===== config.mk =====
export PLATFORM = sky130hd
export DESIGN_NAME = ddr3_avl_traffic_gen_flat
export DESIGN_NICKNAME = d
export VERILOG_FILES = /design/src/rtl/ddr3_tg_pkg.sv /design/src/rtl/ddr3_avl_traffic_gen_if.sv /design/src/rtl/tg_lfsr32.sv /design/src/rtl/ddr3_avl_traffic_gen.sv /design/src/flat_wrapper.sv
export SDC_FILE = /design/constraint.sdc
export NUM_CORES = 1
export LEC_CHECK = 0
export CAP_MARGIN = 5
export CORE_ASPECT_RATIO = 0.5
export CORE_MARGIN = 3
export CORE_UTILIZATION = 50
export DETAILED_ROUTE_END_ITERATION = 7
export GPL_TIMING_DRIVEN = 0
export HOLD_SLACK_MARGIN = 0.03
export PLACE_DENSITY = 0.77
export SYNTH_ARGS = -nofsm -noshare
export SYNTH_HDL_FRONTEND = slang
export SYNTH_SLANG_ARGS = --single-unit

===== constraint.sdc =====
create_clock -name clk_clk -period 11.13 [get_ports clk_clk]
set_input_delay 1.113 -clock clk_clk [delete_from_list [all_inputs] [get_ports clk_clk]]
set_output_delay 1.113 -clock clk_clk [all_outputs]
set_load 0.005 [all_outputs]

===== src/rtl/ddr3_tg_pkg.sv =====
// ddr3_tg_pkg: shared types and constants for the DDR3 Avalon traffic generator.
package ddr3_tg_pkg;

    typedef enum logic [2:0] {
        IDLE,
        WAIT_CAL,
        WRITE,
        READ,
        DONE,
        FAIL
    } tg_state_t;

    // x^32 + x^22 + x^2 + x + 1 as a right-shifting Galois feedback mask
    localparam logic [31:0] LFSR_POLY         = 32'h8020_0003;
    localparam logic [31:0] LFSR_SEED_DEFAULT = 32'h0000_0001;
    localparam int          ERR_CNT_W         = 16;

    function automatic logic [31:0] lfsr_next(input logic [31:0] v);
        return {1'b0, v[31:1]} ^ (v[0] ? LFSR_POLY : 32'h0);
    endfunction

endpackage


===== src/rtl/ddr3_avl_traffic_gen_if.sv =====
// ddr3_avl_traffic_gen_if: Avalon-MM local-port bundle between the traffic generator
// (master) and the DDR3 EMIF (slave).
interface ddr3_avl_traffic_gen_if #(
    parameter int ADDR_W = 25,
    parameter int DATA_W = 64
);
    logic                  ready;
    logic [ADDR_W-1:0]     addr;
    logic                  write_req;
    logic                  read_req;
    logic [DATA_W-1:0]     wdata;
    logic [DATA_W/8-1:0]   be;
    logic [2:0]            size;
    logic                  burstbegin;
    logic [DATA_W-1:0]     rdata;
    logic                  rdata_valid;

    modport master (
        input  ready, rdata, rdata_valid,
        output addr, write_req, read_req, wdata, be, size, burstbegin
    );

    modport slave (
        output ready, rdata, rdata_valid,
        input  addr, write_req, read_req, wdata, be, size, burstbegin
    );

endinterface


===== src/rtl/tg_lfsr32.sv =====
// tg_lfsr32: 32-bit Galois LFSR with synchronous load (priority) and single-step advance.
module tg_lfsr32
    import ddr3_tg_pkg::*;
(
    input  logic        clk,
    input  logic        rst,
    input  logic [31:0] seed,
    input  logic        load,
    input  logic        step,
    output logic [31:0] value
);

    always_ff @(posedge clk or posedge rst) begin
        if (rst) begin
            value <= '0;
        end else if (load) begin
            value <= seed;
        end else if (step) begin
            value <= lfsr_next(value);
        end
    end

endmodule


===== src/rtl/ddr3_avl_traffic_gen.sv =====
// ddr3_avl_traffic_gen: writes an LFSR pattern over a DDR3 word range, reads it back and
// compares. Defining DDR3_TG_ERR_INJECT_EN adds inject_err, which corrupts bit 0 of word 0.
module ddr3_avl_traffic_gen
    import ddr3_tg_pkg::*;
#(
    parameter int ADDR_W     = 25,
    parameter int DATA_W     = 64,
    parameter int MAX_RD_OUT = 16,
    parameter int CNT_W      = 25
) (
    input  logic                   clk_clk,
    input  logic                   reset_reset,
    input  logic                   start,
    input  logic [ADDR_W-1:0]      cfg_base_addr,
    input  logic [CNT_W-1:0]       cfg_num_words,
    input  logic [31:0]            cfg_seed,
`ifdef DDR3_TG_ERR_INJECT_EN
    input  logic                   inject_err,
`endif
    input  logic                   local_init_done,
    input  logic                   local_cal_success,
    input  logic                   local_cal_fail,
    ddr3_avl_traffic_gen_if.master avl,
    output logic                   busy,
    output logic                   done,
    output logic                   pass,
    output logic [ERR_CNT_W-1:0]   err_count,
    output logic [ADDR_W-1:0]      first_err_addr
);

    localparam int                   REP     = DATA_W / 32;
    localparam int                   OUT_W   = $clog2(MAX_RD_OUT) + 1;
    localparam logic [OUT_W-1:0]     OUT_MAX = OUT_W'(MAX_RD_OUT);
    localparam logic [OUT_W-1:0]     OUT_ONE = OUT_W'(1);
    localparam logic [CNT_W-1:0]     CNT_ONE = CNT_W'(1);
    localparam logic [ERR_CNT_W-1:0] ERR_ONE = ERR_CNT_W'(1);
    localparam logic [ERR_CNT_W-1:0] ERR_MAX = '1;

    tg_state_t            state_reg, state_next;
    logic [ADDR_W-1:0]    base_reg, first_err_addr_reg;
    logic [CNT_W-1:0]     num_reg, wr_cnt_reg, rd_issued_reg, rd_ret_reg;
    logic [OUT_W-1:0]     outstanding_reg;
    logic [31:0]          seed_reg, start_seed, lfsr_w, lfsr_r;
    logic [ERR_CNT_W-1:0] err_count_reg;
    logic                 first_err_seen_reg;
    logic [DATA_W-1:0]    wr_pattern, exp_pattern, inj_mask;
    logic                 start_ok, rd_can, wr_acc, rd_acc, wr_last;
    logic                 rv_good, rv_stray, mismatch, rd_last;

    genvar gi;
    for (gi = 0; gi < REP; gi++) begin : g_rep
        assign wr_pattern[gi*32 +: 32]  = lfsr_w;
        assign exp_pattern[gi*32 +: 32] = lfsr_r;
    end

    assign start_seed = (cfg_seed == 32'h0) ? LFSR_SEED_DEFAULT : cfg_seed;
    assign busy       = (state_reg == WAIT_CAL) || (state_reg == WRITE) || (state_reg == READ);
    assign done       = (state_reg == DONE) || (state_reg == FAIL);
    assign pass       = (state_reg == DONE) && (err_count_reg == '0);
    assign start_ok   = start && !busy;

    // Request qualifiers depend only on registers, so a stalled command cannot change.
    assign rd_can   = (state_reg == READ) && (rd_issued_reg < num_reg) && (outstanding_reg < OUT_MAX);
    assign wr_acc   = (state_reg == WRITE) && avl.ready;
    assign rd_acc   = rd_can && avl.ready;
    assign wr_last  = wr_acc && (wr_cnt_reg == num_reg - CNT_ONE);
    assign rv_good  = (state_reg == READ) && avl.rdata_valid && (outstanding_reg != '0);
    assign rv_stray = (state_reg == READ) && avl.rdata_valid && (outstanding_reg == '0);
    assign mismatch = rv_good && (avl.rdata != exp_pattern);
    assign rd_last  = rv_good && (rd_ret_reg == num_reg - CNT_ONE);

`ifdef DDR3_TG_ERR_INJECT_EN
    logic inject_reg;
    always_ff @(posedge clk_clk or posedge reset_reset) begin
        if (reset_reset) begin
            inject_reg <= 1'b0;
        end else if (start_ok) begin
            inject_reg <= inject_err;
        end
    end
    assign inj_mask = (inject_reg && (wr_cnt_reg == '0)) ? DATA_W'(1) : '0;
`else
    assign inj_mask = '0;
`endif

    tg_lfsr32 u_lfsr_wr (
        .clk   (clk_clk),
        .rst   (reset_reset),
        .seed  (start_seed),
        .load  (start_ok),
        .step  (wr_acc),
        .value (lfsr_w)
    );

    // Expected-data generator restarts from the test seed as READ is entered.
    tg_lfsr32 u_lfsr_rd (
        .clk   (clk_clk),
        .rst   (reset_reset),
        .seed  (seed_reg),
        .load  (wr_last),
        .step  (rv_good),
        .value (lfsr_r)
    );

    always_ff @(posedge clk_clk or posedge reset_reset) begin
        if (reset_reset) begin
            state_reg <= IDLE;
        end else begin
            state_reg <= state_next;
        end
    end

    always_comb begin
        state_next    = state_reg;
        avl.write_req = 1'b0;
        avl.read_req  = 1'b0;
        avl.addr      = '0;
        avl.wdata     = '0;
        case (state_reg)
            IDLE, DONE, FAIL: begin
                if (start) state_next = WAIT_CAL;
            end
            WAIT_CAL: begin
                if (local_cal_fail) state_next = FAIL;
                else if (local_init_done && local_cal_success)
                    state_next = (num_reg == '0) ? DONE : WRITE;
            end
            WRITE: begin
                avl.write_req = 1'b1;
                avl.addr      = base_reg + ADDR_W'(wr_cnt_reg);
                avl.wdata     = wr_pattern ^ inj_mask;
                if (local_cal_fail) state_next = FAIL;
                else if (wr_last)   state_next = READ;
            end
            READ: begin
                avl.read_req = rd_can;
                if (rd_can) avl.addr = base_reg + ADDR_W'(rd_issued_reg);
                if (local_cal_fail) state_next = FAIL;
                else if (rd_last)   state_next = DONE;
            end
            default: state_next = IDLE;
        endcase
    end

    assign avl.be         = '1;
    assign avl.size       = 3'd1;
    assign avl.burstbegin = avl.write_req | avl.read_req;

    always_ff @(posedge clk_clk or posedge reset_reset) begin
        if (reset_reset) begin
            base_reg           <= '0;
            num_reg            <= '0;
            seed_reg           <= '0;
            wr_cnt_reg         <= '0;
            rd_issued_reg      <= '0;
            rd_ret_reg         <= '0;
            outstanding_reg    <= '0;
            err_count_reg      <= '0;
            first_err_addr_reg <= '0;
            first_err_seen_reg <= 1'b0;
        end else if (start_ok) begin
            base_reg           <= cfg_base_addr;
            num_reg            <= cfg_num_words;
            seed_reg           <= start_seed;
            wr_cnt_reg         <= '0;
            rd_issued_reg      <= '0;
            rd_ret_reg         <= '0;
            outstanding_reg    <= '0;
            err_count_reg      <= '0;
            first_err_addr_reg <= '0;
            first_err_seen_reg <= 1'b0;
        end else begin
            if (wr_acc)  wr_cnt_reg    <= wr_cnt_reg + CNT_ONE;
            if (rd_acc)  rd_issued_reg <= rd_issued_reg + CNT_ONE;
            if (rv_good) rd_ret_reg    <= rd_ret_reg + CNT_ONE;
            if (rd_acc && !rv_good)      outstanding_reg <= outstanding_reg + OUT_ONE;
            else if (!rd_acc && rv_good) outstanding_reg <= outstanding_reg - OUT_ONE;
            if ((mismatch || rv_stray) && (err_count_reg != ERR_MAX))
                err_count_reg <= err_count_reg + ERR_ONE;
            if (mismatch && !first_err_seen_reg) begin
                first_err_addr_reg <= base_reg + ADDR_W'(rd_ret_reg);
                first_err_seen_reg <= 1'b1;
            end
        end
    end

    assign err_count      = err_count_reg;
    assign first_err_addr = first_err_addr_reg;

endmodule

===== src/flat_wrapper.sv =====
// flat-port wrapper written by rule: the top's interface ports become plain ports
module ddr3_avl_traffic_gen_flat import ddr3_tg_pkg::*;
#(
    parameter int ADDR_W     = 25,
    parameter int DATA_W     = 64,
    parameter int MAX_RD_OUT = 16,
    parameter int CNT_W      = 25
)
  (clk_clk, reset_reset, start, cfg_base_addr, cfg_num_words, cfg_seed, local_init_done, local_cal_success, local_cal_fail, busy, done, pass, err_count, first_err_addr, avl_ready, avl_rdata, avl_rdata_valid, avl_addr, avl_write_req, avl_read_req, avl_wdata, avl_be, avl_size, avl_burstbegin);
  ddr3_avl_traffic_gen_if #(.ADDR_W(ADDR_W), .DATA_W(DATA_W)) avl_i ();
  input  logic clk_clk;
  input  logic reset_reset;
  input  logic start;
  input  logic [ADDR_W-1:0] cfg_base_addr;
  input  logic [CNT_W-1:0] cfg_num_words;
  input  logic [31:0] cfg_seed;
  input  logic local_init_done;
  input  logic local_cal_success;
  input  logic local_cal_fail;
  output logic busy;
  output logic done;
  output logic pass;
  output logic [ERR_CNT_W-1:0] err_count;
  output logic [ADDR_W-1:0] first_err_addr;
  input wire logic [$bits(avl_i.ready)-1:0] avl_ready;
  input wire logic [$bits(avl_i.rdata)-1:0] avl_rdata;
  input wire logic [$bits(avl_i.rdata_valid)-1:0] avl_rdata_valid;
  output wire logic [$bits(avl_i.addr)-1:0] avl_addr;
  output wire logic [$bits(avl_i.write_req)-1:0] avl_write_req;
  output wire logic [$bits(avl_i.read_req)-1:0] avl_read_req;
  output wire logic [$bits(avl_i.wdata)-1:0] avl_wdata;
  output wire logic [$bits(avl_i.be)-1:0] avl_be;
  output wire logic [$bits(avl_i.size)-1:0] avl_size;
  output wire logic [$bits(avl_i.burstbegin)-1:0] avl_burstbegin;
  assign avl_i.ready = avl_ready;
  assign avl_i.rdata = avl_rdata;
  assign avl_i.rdata_valid = avl_rdata_valid;
  assign avl_addr = avl_i.addr;
  assign avl_write_req = avl_i.write_req;
  assign avl_read_req = avl_i.read_req;
  assign avl_wdata = avl_i.wdata;
  assign avl_be = avl_i.be;
  assign avl_size = avl_i.size;
  assign avl_burstbegin = avl_i.burstbegin;
  ddr3_avl_traffic_gen #(.ADDR_W(ADDR_W), .DATA_W(DATA_W), .MAX_RD_OUT(MAX_RD_OUT), .CNT_W(CNT_W)) u_core (.clk_clk(clk_clk), .reset_reset(reset_reset), .start(start), .cfg_base_addr(cfg_base_addr), .cfg_num_words(cfg_num_words), .cfg_seed(cfg_seed), .local_init_done(local_init_done), .local_cal_success(local_cal_success), .local_cal_fail(local_cal_fail), .avl(avl_i), .busy(busy), .done(done), .pass(pass), .err_count(err_count), .first_err_addr(first_err_addr));
endmodule

### Yosys cells after proc, flatten, opt, wreduce, memory -nomap -nowiden

Cells that the tools add are included.

| storage, ports and cells | value |
|---|---|
| memories | 0 |
| register bits | 271 |
| RAM bits | 0 |
| memory bits (read-only) | 0 |
| input port bits | 154 |
| latch bits | 0 |

| cells by class | value |
|---|---|
| add/subtract/negate cells | 10 |
| bitwise logic cells | 3 |
| multipliers | 0 |
| div/mod/pow operators | 0 |
| shift-type cells | 0 |
| mux-type cells | 36 |
| equal/unequal tests | 13 |
| $lt $le $gt $ge | 2 |
| reduce and logical (&&, ||, !) cells | 40 |

Operators with widths:

| operator | number |
|---|---|
| $mux W25 | 9 |
| $mux W32 | 7 |
| $add A25 B1 Y25 const B | 3 |
| $add A25 B25 Y25 | 3 |
| $mux W64 | 1 |
| $ne A64 B64 Y1 | 1 |
| $xor A31 B32 Y32 | 2 |
| $eq A25 B25 Y1 | 2 |
| $pmux W25 S2 | 1 |
| $logic_not A32 Y1 | 1 |
| $mux W16 | 2 |
| $logic_not A25 Y1 | 1 |
| $lt A25 B25 Y1 | 1 |
| $sub A25 B1 Y25 const B | 1 |
| $mux W3 | 8 |
| $logic_and A1 B1 Y1 | 17 |
| $add A16 B1 Y16 const B | 1 |
| $logic_not A16 Y1 | 1 |
| $ne A16 B16 Y1 const B | 1 |
| $mux W5 | 3 |
| $pmux W3 S4 | 1 |
| $reduce_bool A2 Y1 | 6 |
| $eq A3 B2 Y1 const B | 2 |
| $eq A3 B3 Y1 const B | 2 |
| 17 further kinds | 27 |

### Longest topological paths before layout

Gate-level depths: netlist (run 1).

| logic depth | value |
|---|---|
| depth after elaboration | 9 |
| gate-level depth with buffers | 22 |

### Cells and area by module

From an unflattened synthesis (run 1), not the netlist that was laid out.

| unflattened totals | value |
|---|---|
| cell total of the unflattened synthesis | 2236 |
| area, all modules | 19144.6 µm² |

By module, submodules not included:

| module | cells each | instances | sequential area each (µm²) | area each (µm²) |
|---|---|---|---|---|
| ddr3_avl_traffic_gen | 1948 | 1 | 5180.0 | 16079.2 |
| tg_lfsr32 | 144 | 2 | 800.8 | 1532.7 |

### Worst setup path after synthesis (run 1)

No wires, ideal clock.

| timing | value |
|---|---|
| path type | reg2out |
| from | register u_core.wr_cnt_reg[0] |
| to | output port avl_addr[24] |
| arrival | 3037 ps |
| path buffers | 0 |
| stages on the path, launching flop included | 13 |
| path slack | 6980 ps |
| cell sequence | dfrtp_1 > ha_1 > fa_1 > a21o_1 > a21oi_1 > o211ai_1 > a221oi_1 > o21ai_0 > a41oi_1 > a211oi_1 > a31oi_1 > xnor2_1 > o22ai_1 |

| on the way | value |
|---|---|
| word-level cells in the longest chain between the ends | 2 |

RTL lines:

| item | RTL line | RTL |
|---|---|---|
| start: declaration | ddr3_avl_traffic_gen.sv:41 | `logic [CNT_W-1:0] num_reg, wr_cnt_reg, rd_issued_reg, rd_ret_reg;` |
| start signal: assignment | ddr3_avl_traffic_gen.sv:173 | `if (wr_acc) wr_cnt_reg <= wr_cnt_reg + CNT_ONE;` |
| $add A25 B25 Y25 | ddr3_avl_traffic_gen.sv:130 | `avl.addr = base_reg + ADDR_W'(wr_cnt_reg);` |
| $pmux W25 S2 | ddr3_avl_traffic_gen.sv:119 | `case (state_reg)` |
| end: declaration | flat_wrapper.sv:28 | `output wire logic [$bits(avl_i.addr)-1:0] avl_addr;` |

No other way between the ends.

### Worst setup path after layout (run 1)

Ends and elaborated chain as after synthesis.

==> results of run 1 <==
==> worst max-delay path by stage <==
stage                                     from                   endpoint  slack, ns  cells past startpoint
after floorplan                    reset_reset         u_core.base_reg[0]       2.55                      1
after global placement             reset_reset        u_core.err_count[3]       -1.0                      2
after detailed placement       avl_rdata_valid  u_core.outstanding_reg[4]       5.65                     14
after CTS                 u_core.wr_cnt_reg[0]               avl_addr[24]       5.05                     13
after global routing      u_core.wr_cnt_reg[0]               avl_addr[24]       4.72                     13
final                     u_core.wr_cnt_reg[0]               avl_addr[24]       4.93                     13
==> area by class of cell <==
class / instances / share of cell area (%)
Antenna cell: 1 / 0.0109
Buffer: 130 / 3.06
Clock buffer: 36 / 3.32
Clock inverter: 10 / 0.721
Inverter: 64 / 1.08
Multi-Input combinational cell: 1660 / 46.8
Sequential cell: 271 / 29.6
Tap cell: 475 / 2.60
Timing Repair Buffer: 290 / 12.8
==> cells by family (layout without fill, tap and decap cells) <==
| logic type | after synthesis | after routing |
|---|---|---|
| flip-flops | 271 | 271 |
| XOR/XNOR | 228 | 228 |
| AO/OA/AOI/OAI | 473 | 473 |
| other | 2 | 12 |
| buffers and inverters | 194 | 530 |
| AND/OR/NAND/NOR | 821 | 821 |
| adder cells (fa/ha/maj) | 112 | 112 |
| multiplexers | 15 | 15 |
==> cell usage in the layout (no fill, tap or decap), types with 6 or more instances in the layout <==
| master | Yosys | routed |
|---|---|---|
| sky130_fd_sc_hd__a21o_1 | 85 | 85 |
| sky130_fd_sc_hd__nand4_1 | 44 | 44 |
| sky130_fd_sc_hd__o21ai_0 | 122 | 122 |
| sky130_fd_sc_hd__and3_1 | 38 | 38 |
| sky130_fd_sc_hd__and2_1 | 38 | 38 |
| sky130_fd_sc_hd__o211ai_1 | 12 | 12 |
| sky130_fd_sc_hd__nor2b_1 | 9 | 9 |
| sky130_fd_sc_hd__buf_4 | 43 | 43 |
| sky130_fd_sc_hd__nand3_1 | 75 | 75 |
| sky130_fd_sc_hd__clkdlybuf4s50_1 | 0 | 288 |
| sky130_fd_sc_hd__conb_1 | 2 | 11 |
| sky130_fd_sc_hd__nor3_1 | 55 | 55 |
| sky130_fd_sc_hd__or3_1 | 21 | 21 |
| sky130_fd_sc_hd__nand2b_1 | 16 | 16 |
| sky130_fd_sc_hd__nand2_1 | 320 | 320 |
| sky130_fd_sc_hd__o22ai_1 | 28 | 28 |
| sky130_fd_sc_hd__a211oi_1 | 12 | 12 |
| sky130_fd_sc_hd__and4_1 | 9 | 9 |
| sky130_fd_sc_hd__mux2i_1 | 12 | 12 |
| sky130_fd_sc_hd__o21bai_1 | 9 | 9 |
| sky130_fd_sc_hd__clkbuf_16 | 0 | 27 |
| sky130_fd_sc_hd__dfrtp_1 | 271 | 271 |
| sky130_fd_sc_hd__a21oi_1 | 107 | 107 |
| sky130_fd_sc_hd__nor4_1 | 24 | 24 |
| sky130_fd_sc_hd__nor2_1 | 137 | 137 |
| sky130_fd_sc_hd__xor2_1 | 93 | 93 |
| sky130_fd_sc_hd__buf_6 | 6 | 6 |
| sky130_fd_sc_hd__buf_1 | 13 | 13 |
| sky130_fd_sc_hd__a31oi_1 | 10 | 10 |
| sky130_fd_sc_hd__clkbuf_1 | 63 | 67 |
| sky130_fd_sc_hd__a22o_1 | 34 | 34 |
| sky130_fd_sc_hd__or4_1 | 8 | 8 |
| sky130_fd_sc_hd__xnor2_1 | 132 | 132 |
| sky130_fd_sc_hd__inv_1 | 64 | 63 |
| sky130_fd_sc_hd__ha_1 | 108 | 108 |
==> worst min-delay path: stages, from the launching register on <==
cell and delay (ns):
sky130_fd_sc_hd__dfrtp_1 0.34, sky130_fd_sc_hd__nand2_1 0.05, sky130_fd_sc_hd__nand2_1 0.05
==> through the flow <==
step | power, W | util [%]
3_3_place_gp | 0.00322 | 61.9
5_1_grt | 0.00455 | 64.7
4_1_cts | 0.00427 | 64.7
3_5_place_dp | 0.00327 | 62.1
6_report | 0.00429 | 64.7
2_1_floorplan | 0.00262 | -
==> routing by layer <==
| layer | part of all wire [%] | routed length [um] | up-vias |
|---|---|---|---|
| met4 | 3.5 | 2080 | 0 |
| met1 | 43 | 26100 | 8449 |
| met2 | 45 | 27400 | 750 |
| li1 | - | - | 8068 |
| met3 | 7.9 | 4770 | 134 |
| met5 | 0 | 0 | - |
==> report_power, final <==
| part | internal (W) | switching, W | leakage [nW] | total [W] |
|---|---|---|---|---|
| clock | 0.000571 | 0.000420 | 0.443 | 0.000990 |
| combinational | 0.000756 | 0.00105 | 6.70 | 0.00181 |
| sequential | 0.00123 | 0.000268 | 3.60 | 0.00149 |
| total | 0.00255 | 0.00174 | 10.7 | 0.00429 |
==> metrics.log, run 1 <==
INFO  metric synth_most_common_cell = sky130_fd_sc_hd__nand2_1
INFO  metric num_rows = 48
INFO  metric postPlaceCellArea = approximately 0.022 sq mm
INFO  metric cp_slowest_cell = sky130_fd_sc_hd__a221oi_1
INFO  metric grtUsageMet1 = approximately 41%
INFO  metric chipWidth = 277 um
INFO  metric setup.worst_path.end_class = primary output
INFO  metric place.detailed.instances = 2890
INFO  metric timing.critical_path.max_delay_family = compound AO/OA/AOI/OAI gates
INFO  metric fin_nets = ~2700
INFO  metric setup.reg_to_reg.worst_slack = slightly above 6 ns
INFO  metric grt_max_degree = about 130
INFO  metric setup_violations = 0
INFO  metric initial_antenna_violation_count = 2
INFO  metric crit_path_max_fanout = 6
INFO  metric dp.final_hpwl = between 40 and 50 mm
INFO  metric synth_top_cells_by_count = 320 x sky130_fd_sc_hd__nand2_1, 271 x sky130_fd_sc_hd__dfrtp_1, 137 x sky130_fd_sc_hd__nor2_1
INFO  metric period_share = between 50% and 60%
INFO  metric report.final.hold_viol_count = 0
INFO  metric run_status = finished clean
INFO  metric clock_tree.buffer_depth = 3
INFO  metric start_util = a little over half
INFO  metric pwr_per_cell_area = 187 mW/mm^2
INFO  metric rsz0062_at_grt = no
INFO  metric timing.fmax = 161 MHz
INFO  metric layout.filler_cells = approximately 3000
INFO  metric grt_most_used_layer = met2
INFO  metric setup_total_negative_slack = 0 ns
INFO  metric place.gp.congestion = 0.944
INFO  metric synth_area_leader_cell = sky130_fd_sc_hd__dfrtp_1
INFO  metric grt_util_met2 = 48.9%
INFO  metric via_count_of_the_first_global_routing_pass = 16600
INFO  metric hold_ws = roughly 0.48 ns
INFO  metric worstMarginPinSlew = roughly 1.1 ns
INFO  metric global_route.overflow_total = 0
INFO  metric cap_viol_max_count = 0
INFO  metric worstPathArrival = between 5 and 6 ns
INFO  metric proportion_of_netlist_area_held_by_the_largest_area_contributor = roughly 37%
INFO  metric yosys-top-cells-area = sky130_fd_sc_hd__dfrtp_1 37%, sky130_fd_sc_hd__ha_1 7.3%, sky130_fd_sc_hd__nand2_1 6.5%
INFO  metric multi_input_comb_area = roughly 0.011 sq mm
INFO  metric critPathKind = reg2out
INFO  metric cts_setup_buffers = 0
INFO  metric floorplan.die.height = ~140 um
INFO  metric finalWirelength = just over 60 mm
INFO  metric layout_min_cycle_time = approximately 6.2 ns
INFO  metric io_pins = 301
INFO  metric ys_async_sr_fraction = 100%
INFO  metric drt_pass1_iterations = 6
INFO  metric synthesized_area_fraction_occupied_by_ao_oa_aoi_and_oai_cells = roughly 17%
INFO  metric areaGrowthSynthToFinish = 24.5%
INFO  metric fin_area = around 0.023 sq mm
INFO  metric critical_path.cell_chain = ha_1, fa_1, a21o_1, a21oi_1, o211ai_1, a221oi_1, o21ai_0, a41oi_1, a211oi_1, a31oi_1, xnor2_1, o22ai_1, clkdlybuf4s50_1
INFO  metric critical_path.n_buffers_inverters = 1
INFO  metric netlist_instances = around 2100
INFO  metric syn-cell-area = 0.0184 sq mm
INFO  metric postCtsResizedCells = 0
INFO  metric drt-initial-drc-count = 1586
INFO  metric portBuffers = about 290
INFO  metric clk_latency = approximately 0.57 ns
INFO  metric cellLeakagePower = roughly 11 nW
INFO  metric fin_cells = 2937
INFO  metric die-area = between 0.03 and 0.04 sq mm
INFO  metric synth_seq_cells = 271
INFO  metric cts_num_sinks = between 200 and 300
INFO  metric vdd.ir_drop.worst = about 100 uV
INFO  metric synth_fa_ha_area_share = 7.78%
INFO  metric hold_path_end = u_core.seed_reg[30]
INFO  metric cts_inserted_buffers = 27
INFO  metric holdPathStages = 2
INFO  metric postLayoutSetupSlackWorst = about 5 ns
INFO  metric tritoncts = done
INFO  metric synth-warning-count = 0
INFO  metric yosys.cell_types.count = 80
INFO  metric seqCellArea = ~0.0068 sq mm
INFO  metric slew-limit-headroom = roughly a quarter
INFO  metric postSynthAreaPerCell = 8.70 sq um
INFO  metric route.detailed.wl_per_inst = 20.5 um
INFO  metric num_vias = roughly 17000
INFO  metric worst_r2r_endpoint = u_core.outstanding_reg[4]
INFO  metric synth-edff-count = 0
INFO  metric route.detailed.drc = 0
INFO  metric postCtsHoldBufs = 0
INFO  metric clk_transition_reported_paths = around 0.070 ns
INFO  metric final_layout_size_suffix_gt1_share = roughly 5.2%
INFO  metric ant_nets = 0
INFO  metric sequential_share_of_the_synthesized_area = 36.9%
INFO  metric groute.usage.overall = approximately 30%
INFO  metric worst_r2r_path_depth = 14
INFO  metric hold_start = u_core.seed_reg[30]
INFO  metric placement.setup.worst_slack = roughly 5.7 ns
INFO  metric vias_per_cell = between 5 and 6
INFO  metric timing.critical_path.slowest_cell_delay = 0.58 ns
INFO  metric critical_path.reg2reg.startpoint = u_core.state_reg[0]
INFO  metric clk_root_buffer_cell = sky130_fd_sc_hd__clkbuf_16
INFO  metric synth_simple_gate_area_share = a little over a fifth
INFO  metric multiplexer_share_of_the_synthesized_area = less than 1%
INFO  metric min_path_type = reg2reg
INFO  metric gr-usage-met3 = 4.80%
INFO  metric cts_max_level = 1
INFO  metric global_route_wire_length_before_repair = slightly above 90 mm
INFO  metric timing.clock.skew = between 0.01 and 0.015 ns
INFO  metric worstPathRequired = 10.02 ns
INFO  metric final_max_slew_viol_count = 0
INFO  metric synthXorXnorAreaFrac = between 10 and 15%
INFO  metric start_kind = flip-flop
INFO  metric design.core.area = approximately 0.035 sq mm
INFO  metric ys.flop_type = sky130_fd_sc_hd__dfrtp_1
INFO  metric largest_family_of_logic_cells_by_synthesized_area = simple AND/OR/NAND/NOR gates
Note: power is estimated with default switching activity, not from simulation.
==> run 2, diff against run 1 <==
Clock period 11.13 ns to 6.24 ns, I/O delays scaled along.
==> run 2 against run 1 <==
  * Critical path depth unchanged
  * Wire length decreased by 0.56%
  * Via count shrank 0.83%
  * First-iteration DRC count rose by 15%
  * Total power increased by 77%
  * Global-route usage is essentially flat
  * Die area did not move
  * Sequential share of layout area decreased by 0.084 points
  * Clock skew is 0.011 ns higher
  * Non-clock buffer count rose by 5
  * Setup slack got worse by 4.4 ns
  * Clock power rose by 72%
  * Critical endpoint unchanged
  * Largest power group unchanged
==> metrics.log, run 2 (same netlist as run 1, synthesis figures left out) <==
INFO  metric postCtsHoldBufs = 0
INFO  metric num_rows = 48
INFO  metric global_route_wire_length_before_repair = slightly above 90 mm
INFO  metric critPathKind = reg2out
INFO  metric grt_max_degree = 42
INFO  metric route.detailed.drc = 0
INFO  metric rsz0062_at_grt = no
INFO  metric die-area = 0.0393 sq mm
INFO  metric layout_common_cells = 320 x sky130_fd_sc_hd__nand2_1, 288 x sky130_fd_sc_hd__clkdlybuf4s50_1, 271 x sky130_fd_sc_hd__dfrtp_1, 137 x sky130_fd_sc_hd__nor2_1, 132 x sky130_fd_sc_hd__xnor2_1
INFO  metric tritoncts = done
INFO  metric worstPathArrival = 5.09 ns
INFO  metric drt-initial-drc-count = between 1500 and 2000
INFO  metric report.final.hold_viol_count = 0
INFO  metric via_count_of_the_first_global_routing_pass = between 15000 and 20000
INFO  metric setup.worst_path.end_class = primary output
INFO  metric post-layout-total-power = 0.00759 W
INFO  metric final_max_slew_viol_count = 0
INFO  metric cap_viol_max_count = 0
INFO  metric start_util = 52.0%
INFO  metric net_switching_fraction_of_the_power = 40.8%
INFO  metric global_route.overflow_total = 0
INFO  metric ant_nets = 0
INFO  metric crit_path_max_fanout = 6
INFO  metric pwr_per_cell_area = between 300 and 400 mW/mm^2
INFO  metric clock_tree.buffer_depth = 3
INFO  metric worstMarginPinSlew = 1.18 ns
INFO  metric postLayoutSetupSlackWorst = 0.524 ns
INFO  metric insertedDiodeCount = 0
INFO  metric vdd.ir_drop.worst = 169 uV
INFO  metric layout_commonest_cell = sky130_fd_sc_hd__nand2_1
INFO  metric fin_nets = roughly 2700
INFO  metric groute.usage.overall = 30.0%
INFO  metric combinational_fraction_of_design_power = about 43%
INFO  metric setup_total_negative_slack = 0 ns
INFO  metric pwr-share-clk = between 20% and 30%
INFO  metric slew-limit-headroom = between 20% and 30%
INFO  metric layout_min_cycle_time = 5.72 ns
INFO  metric period_share = between 90 and 100%
INFO  metric clk_latency = around 0.57 ns
INFO  metric placement.setup.worst_slack = 1.29 ns
INFO  metric cts_setup_buffers = 0
INFO  metric place.gp.congestion = about 0.95
INFO  metric clk_root_buffer_cell = sky130_fd_sc_hd__clkbuf_16
INFO  metric p_sw = 0.00309 W
INFO  metric power_frac_seq = a little over a third
INFO  metric final_layout_size_suffix_gt1_share = roughly 5.5%
INFO  metric vias_per_cell = ~5.9
INFO  metric cts_max_level = 1
INFO  metric portBuffers = roughly 290
INFO  metric min_path_type = reg2reg
INFO  metric drt_pass1_iterations = 6
INFO  metric power.internal = 0.00450 W
INFO  metric worstPathRequired = 5.62 ns
INFO  metric finalWirelength = roughly 60 mm
INFO  metric clk_transition_reported_paths = approximately 0.07 ns
INFO  metric cts_num_sinks = about 270
INFO  metric run_status = finished clean
INFO  metric cts_inserted_buffers = 27
INFO  metric dp.final_hpwl = roughly 47 mm
INFO  metric num_vias = roughly 17000
INFO  metric timing.clock.skew = between 0.02 and 0.03 ns
INFO  metric postCtsResizedCells = 0
INFO  metric chipWidth = between 200 and 300 um
INFO  metric io_pins = between 300 and 400
INFO  metric cellLeakagePower = 10.8 nW
INFO  metric setup_violations = 0
INFO  metric timing.fmax = 175 MHz
INFO  metric areaGrowthSynthToFinish = 24.8%
INFO  metric floorplan.die.height = 142 um
INFO  metric initial_antenna_violation_count = 1
INFO  metric route.detailed.wl_per_inst = between 20 and 25 um
INFO  metric start_kind = flip-flop
INFO  metric design.core.area = between 0.03 and 0.04 sq mm
==> run 2: cell types whose count changed in the layout (fill, tap and decap cells not counted), sizes merged <==
cell	change
clkinvlp	+2
clkbuf	-3
buf	+5
diode	-1
inv	-2
clkinv	+6
bufinv	-1
==> run 2: stage by stage <==
stage	instances	instance area, sq um	hold WS (ns)	utilization [%]
floorplan	2125	18400	0.442	-
global placement	2888	21900	0.457	61.9
detailed placement	2895	22100	0.460	62.4
CTS	2943	23000	0.476	64.9
global route	2943	23000	0.495	64.9
finish	2943	23000	0.483	64.9
==> run 2: worst max-delay path, cell delays in order, from the launching register on <==
cell and delay, ns:
sky130_fd_sc_hd__dfrtp_1 0.46, sky130_fd_sc_hd__ha_1 0.28, sky130_fd_sc_hd__fa_1 0.41, sky130_fd_sc_hd__a21o_1 0.17
sky130_fd_sc_hd__a21oi_1 0.28, sky130_fd_sc_hd__o211ai_1 0.20, sky130_fd_sc_hd__a221oi_1 0.58, sky130_fd_sc_hd__o21ai_0 0.47
sky130_fd_sc_hd__a41oi_1 0.44, sky130_fd_sc_hd__a211oi_1 0.18, sky130_fd_sc_hd__a31oi_1 0.23, sky130_fd_sc_hd__xnor2_1 0.09
sky130_fd_sc_hd__o22ai_1 0.19, sky130_fd_sc_hd__clkdlybuf4s50_1 0.56
==> run 2: final cells by class <==
class                   count  area, sq um
plain buffers             130          701
clock buffers              33          728
clock inverters            15          175
fillers                  2977        12400
inverters                  64          244
multi-input cells        1660        10700
flip-flops and latches    271         6780
well taps                 475          594
repair buffers            295         3030
==> run 2: routing by layer <==
layer  share of wire, %  global-route usage (%)  vias to the layer above
li1                   -                       -                     8085
met2                 45                    48.0                      738
met3                8.4                    5.87                      132
met4                3.6                    9.93                        0
met5                  0                       0                        -
met1                 43                    41.1                     8301
==> run 2: final timing paths <==
| check | startpoint | to | slack, ns | depth (start not counted) |
|---|---|---|---|---|
| worst max-delay path | u_core.wr_cnt_reg[0] | avl_addr[24] | 0.52 | 13 |
| worst min-delay path | u_core.seed_reg[17] | u_core.seed_reg[17] | 0.48 | 2 |
| worst max register to register | u_core.state_reg[0] | u_core.outstanding_reg[4] | 1.49 | 14 |
| worst min register to register | u_core.seed_reg[17] | u_core.seed_reg[17] | 0.48 | 2 |
| max in group asynchronous | reset_reset | u_core.err_count[2] | 4.40 | 5 |
| min in group asynchronous | reset_reset | u_core.base_reg[9] | 0.59 | 2 |
==> run 2: power by group through the flow <==
stage               combinational (W)  sequential (W)  clock, W
finish                        0.00323         0.00266   0.00170
floorplan                     0.00217         0.00251         0
CTS                           0.00320         0.00265   0.00172
detailed placement            0.00317         0.00268         0
global route                  0.00358         0.00271   0.00180
global placement              0.00308         0.00267         0
